<file path="config.mk">
export PLATFORM = sky130hd
export DESIGN_NAME = key_expand_iter
export DESIGN_NICKNAME = d
export VERILOG_FILES = /design/src/rtl/key_expand_iter.sv
export SDC_FILE = /design/constraint.sdc
export NUM_CORES = 2
export LEC_CHECK = 0
export ABC_CLOCK_PERIOD_IN_PS = 18400
export BUFFER_PORTS_ARGS = -buffer_cell sky130_fd_sc_hd__buf_2
export CAP_MARGIN = 30
export CORE_MARGIN = 5
export CORE_UTILIZATION = 59
export DETAILED_ROUTE_END_ITERATION = 10
export GPL_TIMING_DRIVEN = 0
export PLACE_DENSITY = 0.8
export SLEW_MARGIN = 10
export SYNTH_ARGS = -nofsm -noshare
export SYNTH_HDL_FRONTEND = slang
export SYNTH_HIERARCHICAL = 1
export SYNTH_SLANG_ARGS = --single-unit
</file>
<file path="constraint.sdc">
create_clock -name clk -period 18.4 [get_ports clk]
set_clock_uncertainty 0.1 [all_clocks]
set_input_delay 4.6 -clock clk [delete_from_list [all_inputs] [get_ports clk]]
set_output_delay 4.6 -clock clk [all_outputs]
set_load 0.02 [all_outputs]
</file>
<file path="src/rtl/key_expand_iter.sv">
`default_nettype none
// ============================================================================
//  Module   : sbox
//  Purpose  : AES forward S-box, byte in / byte out, purely combinational.
//             Computed as the GF(2^8) multiplicative inverse (x^254) followed
//             by the AES affine transform. This avoids a 256-entry table.
//  Ports    : i_in   [7:0]  input byte
//             o_out  [7:0]  substituted byte
//  Revision : 1.0  initial release
// ============================================================================
module sbox (
    input  logic [7:0] i_in,
    output logic [7:0] o_out
);

    // GF(2^8) multiply modulo x^8+x^4+x^3+x+1
    function automatic logic [7:0] gmul(input logic [7:0] a, input logic [7:0] b);
        logic [7:0] p;
        logic [7:0] aa;
        p  = 8'h00;
        aa = a;
        for (int i = 0; i < 8; i++) begin
            if (b[i]) p = p ^ aa;
            aa = {aa[6:0], 1'b0} ^ (aa[7] ? 8'h1b : 8'h00);
        end
        return p;
    endfunction

    // x^254 = x^(2+4+...+128); maps 0 to 0, which is what the S-box wants
    function automatic logic [7:0] ginv(input logic [7:0] x);
        logic [7:0] sq;
        logic [7:0] acc;
        sq  = x;
        acc = 8'h01;
        for (int i = 1; i < 8; i++) begin
            sq  = gmul(sq, sq);
            acc = gmul(acc, sq);
        end
        return acc;
    endfunction

    logic [7:0] w_inv;

    always_comb begin
        w_inv = ginv(i_in);
        o_out = w_inv
              ^ {w_inv[6:0], w_inv[7]}
              ^ {w_inv[5:0], w_inv[7:6]}
              ^ {w_inv[4:0], w_inv[7:5]}
              ^ {w_inv[3:0], w_inv[7:4]}
              ^ 8'h63;
    end

endmodule

// ============================================================================
//  Module   : key_expand_iter
//  Purpose  : Iterative AES key schedule for 128/192/256-bit keys. Generates
//             one 32-bit schedule word per cycle and emits one 128-bit round
//             key (with its round number) per valid/ready handshake.
//  Ports    : clk        rising-edge clock
//             reset      asynchronous active-low reset
//             start      request expansion (sampled only when idle)
//             keyLen     0=128, 1=192, 2=256, 3=illegal
//             key        cipher key, left-aligned (w0 = key[255:224])
//             clear      synchronous abort
//             key_ready  downstream accepts outKey
//             key_valid  outKey/rnum_out/last valid
//             outKey     round key {w[4r],w[4r+1],w[4r+2],w[4r+3]}
//             rnum_out   round index r
//             last       final round key flag
//             busy       expansion in progress
//             err        one-cycle pulse on start with keyLen==3
//  Revision : 1.0  initial release
// ============================================================================
module key_expand_iter #(
    parameter int WORD    = 32,
    parameter int KEY_MAX = 256,
    parameter int NK_MAX  = 8
) (
    input  logic                 clk,
    input  logic                 reset,
    input  logic                 start,
    input  logic [1:0]           keyLen,
    input  logic [KEY_MAX-1:0]   key,
    input  logic                 clear,
    input  logic                 key_ready,
    output logic                 key_valid,
    output logic [4*WORD-1:0]    outKey,
    output logic [3:0]           rnum_out,
    output logic                 last,
    output logic                 busy,
    output logic                 err
);

    localparam int IDXW = $clog2(NK_MAX);
    localparam int JW   = 6;

    typedef enum logic [0:0] {
        S_IDLE = 1'b0,
        S_RUN  = 1'b1
    } state_t;

    state_t              r_state;
    logic [WORD-1:0]     r_keyw [NK_MAX];
    logic [WORD-1:0]     r_win  [NK_MAX];   // slot0 = newest word
    logic [3*WORD-1:0]   r_col;             // first three words of current round key
    logic [IDXW-1:0]     r_nkm1;            // Nk-1
    logic [3:0]          r_nr;
    logic [JW-1:0]       r_last_j;          // index of final word, 4*Nr+3
    logic [JW-1:0]       r_j;
    logic [IDXW-1:0]     r_jmod;            // j % Nk, kept as a wrapping counter
    logic [7:0]          r_rcon;
    logic                r_gen;             // words still to be generated
    logic                r_key_valid;
    logic [4*WORD-1:0]   r_out_key;
    logic [3:0]          r_rnum;
    logic                r_last;
    logic                r_busy;
    logic                r_err;

    logic [WORD-1:0]     w_prev;
    logic [WORD-1:0]     w_old;
    logic [WORD-1:0]     w_sub_in;
    logic [WORD-1:0]     w_sub;
    logic [WORD-1:0]     w_t;
    logic [WORD-1:0]     w_new;
    logic                w_key_phase;
    logic                w_rcon_step;
    logic                w_sub_only;
    logic                w_adv;

    generate
        for (genvar b = 0; b < 4; b++) begin : g_sbox
            sbox u_sbox (
                .i_in  (w_sub_in[8*b +: 8]),
                .o_out (w_sub[8*b +: 8])
            );
        end
    endgenerate

    always_comb begin
        w_prev      = r_win[0];
        w_old       = r_win[r_nkm1];
        w_key_phase = (r_j <= {{(JW-IDXW){1'b0}}, r_nkm1});
        w_rcon_step = !w_key_phase && (r_jmod == '0);
        // Extra SubWord in the middle of each 8-word block, 256-bit keys only
        w_sub_only  = !w_key_phase && (r_nkm1 == IDXW'(NK_MAX-1)) && (r_jmod == IDXW'(4));
        w_sub_in    = w_sub_only ? w_prev : {w_prev[23:0], w_prev[31:24]};

        if (w_rcon_step)
            w_t = w_sub ^ {r_rcon, 24'h000000};
        else if (w_sub_only)
            w_t = w_sub;
        else
            w_t = w_prev;

        w_new = w_key_phase ? r_keyw[r_j[IDXW-1:0]] : (w_old ^ w_t);

        // Generation stalls while a presented key is being held back
        w_adv = (r_state == S_RUN) && r_gen && !(r_key_valid && !key_ready);
    end

    always_ff @(posedge clk or negedge reset) begin
        if (!reset) begin
            r_state     <= S_IDLE;
            for (int i = 0; i < NK_MAX; i++) begin
                r_keyw[i] <= '0;
                r_win[i]  <= '0;
            end
            r_col       <= '0;
            r_nkm1      <= '0;
            r_nr        <= '0;
            r_last_j    <= '0;
            r_j         <= '0;
            r_jmod      <= '0;
            r_rcon      <= '0;
            r_gen       <= 1'b0;
            r_key_valid <= 1'b0;
            r_out_key   <= '0;
            r_rnum      <= '0;
            r_last      <= 1'b0;
            r_busy      <= 1'b0;
            r_err       <= 1'b0;
        end else if (clear) begin
            r_state     <= S_IDLE;
            r_gen       <= 1'b0;
            r_key_valid <= 1'b0;
            r_last      <= 1'b0;
            r_busy      <= 1'b0;
            r_err       <= 1'b0;
        end else begin
            case (r_state)
                S_IDLE: begin
                    r_err <= start && (keyLen == 2'd3);
                    if (start && (keyLen != 2'd3)) begin
                        for (int i = 0; i < NK_MAX; i++)
                            r_keyw[i] <= key[KEY_MAX-1-WORD*i -: WORD];
                        case (keyLen)
                            2'd0: begin
                                r_nkm1   <= IDXW'(3);
                                r_nr     <= 4'd10;
                                r_last_j <= JW'(43);
                            end
                            2'd1: begin
                                r_nkm1   <= IDXW'(5);
                                r_nr     <= 4'd12;
                                r_last_j <= JW'(51);
                            end
                            default: begin
                                r_nkm1   <= IDXW'(7);
                                r_nr     <= 4'd14;
                                r_last_j <= JW'(59);
                            end
                        endcase
                        r_j     <= '0;
                        r_jmod  <= '0;
                        r_rcon  <= 8'h01;
                        r_gen   <= 1'b1;
                        r_busy  <= 1'b1;
                        r_state <= S_RUN;
                    end
                end

                S_RUN: begin
                    r_err <= 1'b0;

                    if (r_key_valid && key_ready) begin
                        r_key_valid <= 1'b0;
                        if (r_last) begin
                            r_last  <= 1'b0;
                            r_busy  <= 1'b0;
                            r_state <= S_IDLE;
                        end
                    end

                    if (w_adv) begin
                        r_win[0] <= w_new;
                        for (int i = 1; i < NK_MAX; i++)
                            r_win[i] <= r_win[i-1];
                        r_j    <= r_j + JW'(1);
                        r_jmod <= (r_jmod == r_nkm1) ? '0 : r_jmod + IDXW'(1);
                        if (w_rcon_step)
                            r_rcon <= {r_rcon[6:0], 1'b0} ^ (r_rcon[7] ? 8'h1b : 8'h00);
                        if (r_j[1:0] == 2'd3) begin
                            // Reload overrides the retire above in the same edge
                            r_out_key   <= {r_col, w_new};
                            r_rnum      <= r_j[5:2];
                            r_key_valid <= 1'b1;
                            r_last      <= (r_j[5:2] == r_nr);
                        end else begin
                            r_col <= {r_col[2*WORD-1:0], w_new};
                        end
                        if (r_j == r_last_j)
                            r_gen <= 1'b0;
                    end
                end

                default: r_state <= S_IDLE;
            endcase
        end
    end

    assign key_valid = r_key_valid;
    assign outKey    = r_out_key;
    assign rnum_out  = r_rnum;
    assign last      = r_last;
    assign busy      = r_busy;
    assign err       = r_err;

endmodule
`default_nettype wire

</file>
==> flow_summary.toml <==
[outcome]
status = "completed"

[logic_synthesis]
synth_area_sq_um = 95580
synthesis.nets = 11834
synthCells = 11537
synth_seq_area_share = 0.2005
yosys.area.top_type_share = 0.2005
synth-async-reset-ratio = 1.000
yosys_register_bits = 766
synth_ff_type = "dfrtp_1"
avgSynthCellArea_sq_um = 8.285
synth_top_cell_by_area = "dfrtp_1"
ys_types = 123
synth_warnings = 6
synth-edff-count = 0
synth.area.top_cells = "dfrtp_1 (20%), xnor2_1 (13%), nand2_1 (11%)"

[sta]
hold_viol = 0
final.period_utilization = 0.9859
tightest_slew_ns = 1.080
relSlewSlack = 0.2747
period_needed_ns = 18.14
setup_viol = 0
max_freq_mhz = 55.13
slew_viol_final = 0

[placement]
io_buffers = 398
gp_congestion = 0.9683
placed_cell_area_sq_um = 100600
dp_hpwl_um = 236100

[finish]
nFillCells = 12488
final_common_cell = "nand2_1"
area_growth_pct = 16.60
drive_gt1_frac = 0.2026
final_area_sq_um = 111400
layout_common_cells = "nand2_1 (2,811), xnor2_1 (1,206), nor2_1 (1,203), dfrtp_1 (765), buf_2 (556)"
nets = 12704

[global_route]
grt_pass1_wl_um = 488900
grtUsageTotal = 0.3550
grt_max_degree = 117
antenna_found_initial = 15
overflow = 0
grt_pass1_vias = 86838

[floorplan]
num_io_pins = 399
initial_core_util = 0.5946
die_w_um = 412.5
coreArea_sq_um = 160800
fp.dieArea_sq_um = 170200
row_count = 147
dieHeight_um = 412.5

[critical_path]
path_class = "flip-flop to flip-flop"
cp-end-kind = "flip-flop"
crit_path_start = "r_nkm1[1]"
slowest_stage = "xnor3_2"
critPathLaunchType = "flip-flop"
timing.rr.start = "r_nkm1[1]"
worst_path_largest_cell_delay_ns = 0.55
arrival_ns = 18.59
crit_top_cell = "buf_6"
cp_max_fo = 10
cp.required_ns = 18.85

[clock_tree]
holdBufCountCts = 0
clkTransAtPathRegs_ns = 0.06
cts_root_buf = "clkbuf_16"
cts_tree = "yes"
insertion_delay_ns = 0.64
cts_num_sinks = 766
htreeDepth = 3
cts_buffer_depth = 3
cts_buffers = 78

[routing]
drtIter0Drc = 11538
wl_per_cell_um = 22.04
vias = 92146
detail-route-antenna-nets = 0
drt-total-wl_um = 322700
drc = 0
drtPass1Iterations = 6
via_per_inst = 6.294

[job]
drv_cap = 0

[min_path]
min_path_type = "flip-flop to flip-flop"
min_from = "r_keyw[152]"
-- critical path: cells and delay by family, from the launching register on --
kind / cells / cell delay [ns]
AO/OA/AOI/OAI: 18 / 4.19
flip-flops: 1 / 0.39
XOR/XNOR: 15 / 4.66
buffers and inverters: 16 / 2.92
AND/OR/NAND/NOR: 16 / 4.11
multiplexers: 2 / 0.56
adder cells (fa/ha/maj): 3 / 1.05
-- cells in the mapped netlist (46+ instances only) --
master / n
nand2_1: 2819
xnor2_1: 1397
nor2_1: 1207
dfrtp_1: 766
clkbuf_1: 420
xor2_1: 373
xnor3_1: 356
a21oi_1: 308
mux2i_1: 304
o21ai_0: 258
nor3_1: 242
nand3_1: 191
buf_2: 177
xnor2_2: 176
a31oi_1: 137
o22ai_1: 116
o21ai_1: 104
nand2b_1: 103
mux4_2: 92
mux2_2: 89
nor2b_1: 77
a22oi_1: 69
buf_1: 69
a211oi_1: 60
nand4_1: 58
buf_6: 55
inv_1: 55
and2_1: 52
xor3_1: 52
buf_4: 49
o31ai_1: 49
nor4_1: 48
xor2_2: 48
or3_1: 46
-- cell families after synthesis --
family,synth area share
buf+inv,0.04342
compound gates,0.1243
simple gates,0.2301
fa+ha+maj,0.004870
xor+xnor,0.3274
flops,0.2005
mux,0.06934
-- registers in the layout, indices dropped and copies added (netlist names), 2 cells and up --
name	count
r_keyw	256
r_win	224
outKey	128
r_col	96
w_prev	32
r_rcon	8
r_j	6
rnum_out	4
r_jmod	3
r_nkm1	2
-- through the flow --
step	std cells	setup WS [ns]	hold slack, ns	util	TNS, ns
finish	14640	0.2600	0.3677	0.6933	0
global route	14638	-0.2094	0.3911	0.6933	-6.211
CTS	14383	0.005828	0.3731	0.6630	0
detailed placement	14115	-4.612	0.3580	0.6257	-384.30
global placement	14095	-4.190	0.3539	0.6238	-2540.41
floorplan	11537	0.3756	0.3386	-	0
-- final timing paths --
check,to,slack [ns],depth (start not counted)
worst min register to register,r_keyw[152],0.37,2
worst min-delay path,r_keyw[152],0.37,2
worst max-delay path,w_prev[1],0.26,70
worst max register to register,w_prev[1],0.26,70
min in group asynchronous,r_keyw[46],3.83,1
max in group asynchronous,outKey[125],12.43,4
-- cell type report --
class | count | area [sq um] | share of cell area
clock inverters | 27 | 361.6 | 0.003245
diodes | 10 | 25.02 | 0.0002245
well taps | 2160 | 2703 | 0.02425
clock buffers | 116 | 2307 | 0.02070
inverters | 91 | 374.1 | 0.003357
multi-input cells | 9908 | 77150 | 0.6922
repair buffers | 793 | 5273 | 0.04731
plain buffers | 769 | 4085 | 0.03666
flip-flops and latches | 766 | 19170 | 0.1720
-- layer usage --
layer / part of all wire / wire length (um) / global-route usage
met1: 0.39 / 126200 / 0.4835
met2: 0.46 / 147700 / 0.5645
met3: 0.10 / 32270 / 0.05372
met4: 0.051 / 16460 / 0.1543
met5: 0.00015 / 49 / 0
-- timing repair --
item | 4_1_cts | 5_1_grt
pin swaps | 81 | 218
setup endpoints to repair | 96 | 96
resized for setup | 394 | 559
gates cloned | 0 | 4
setup buffers | 127 | 239
Power is left out: the tool's default activity adds up to more than one toggle a clock period on the data nets, which glitch-free logic cannot reach.
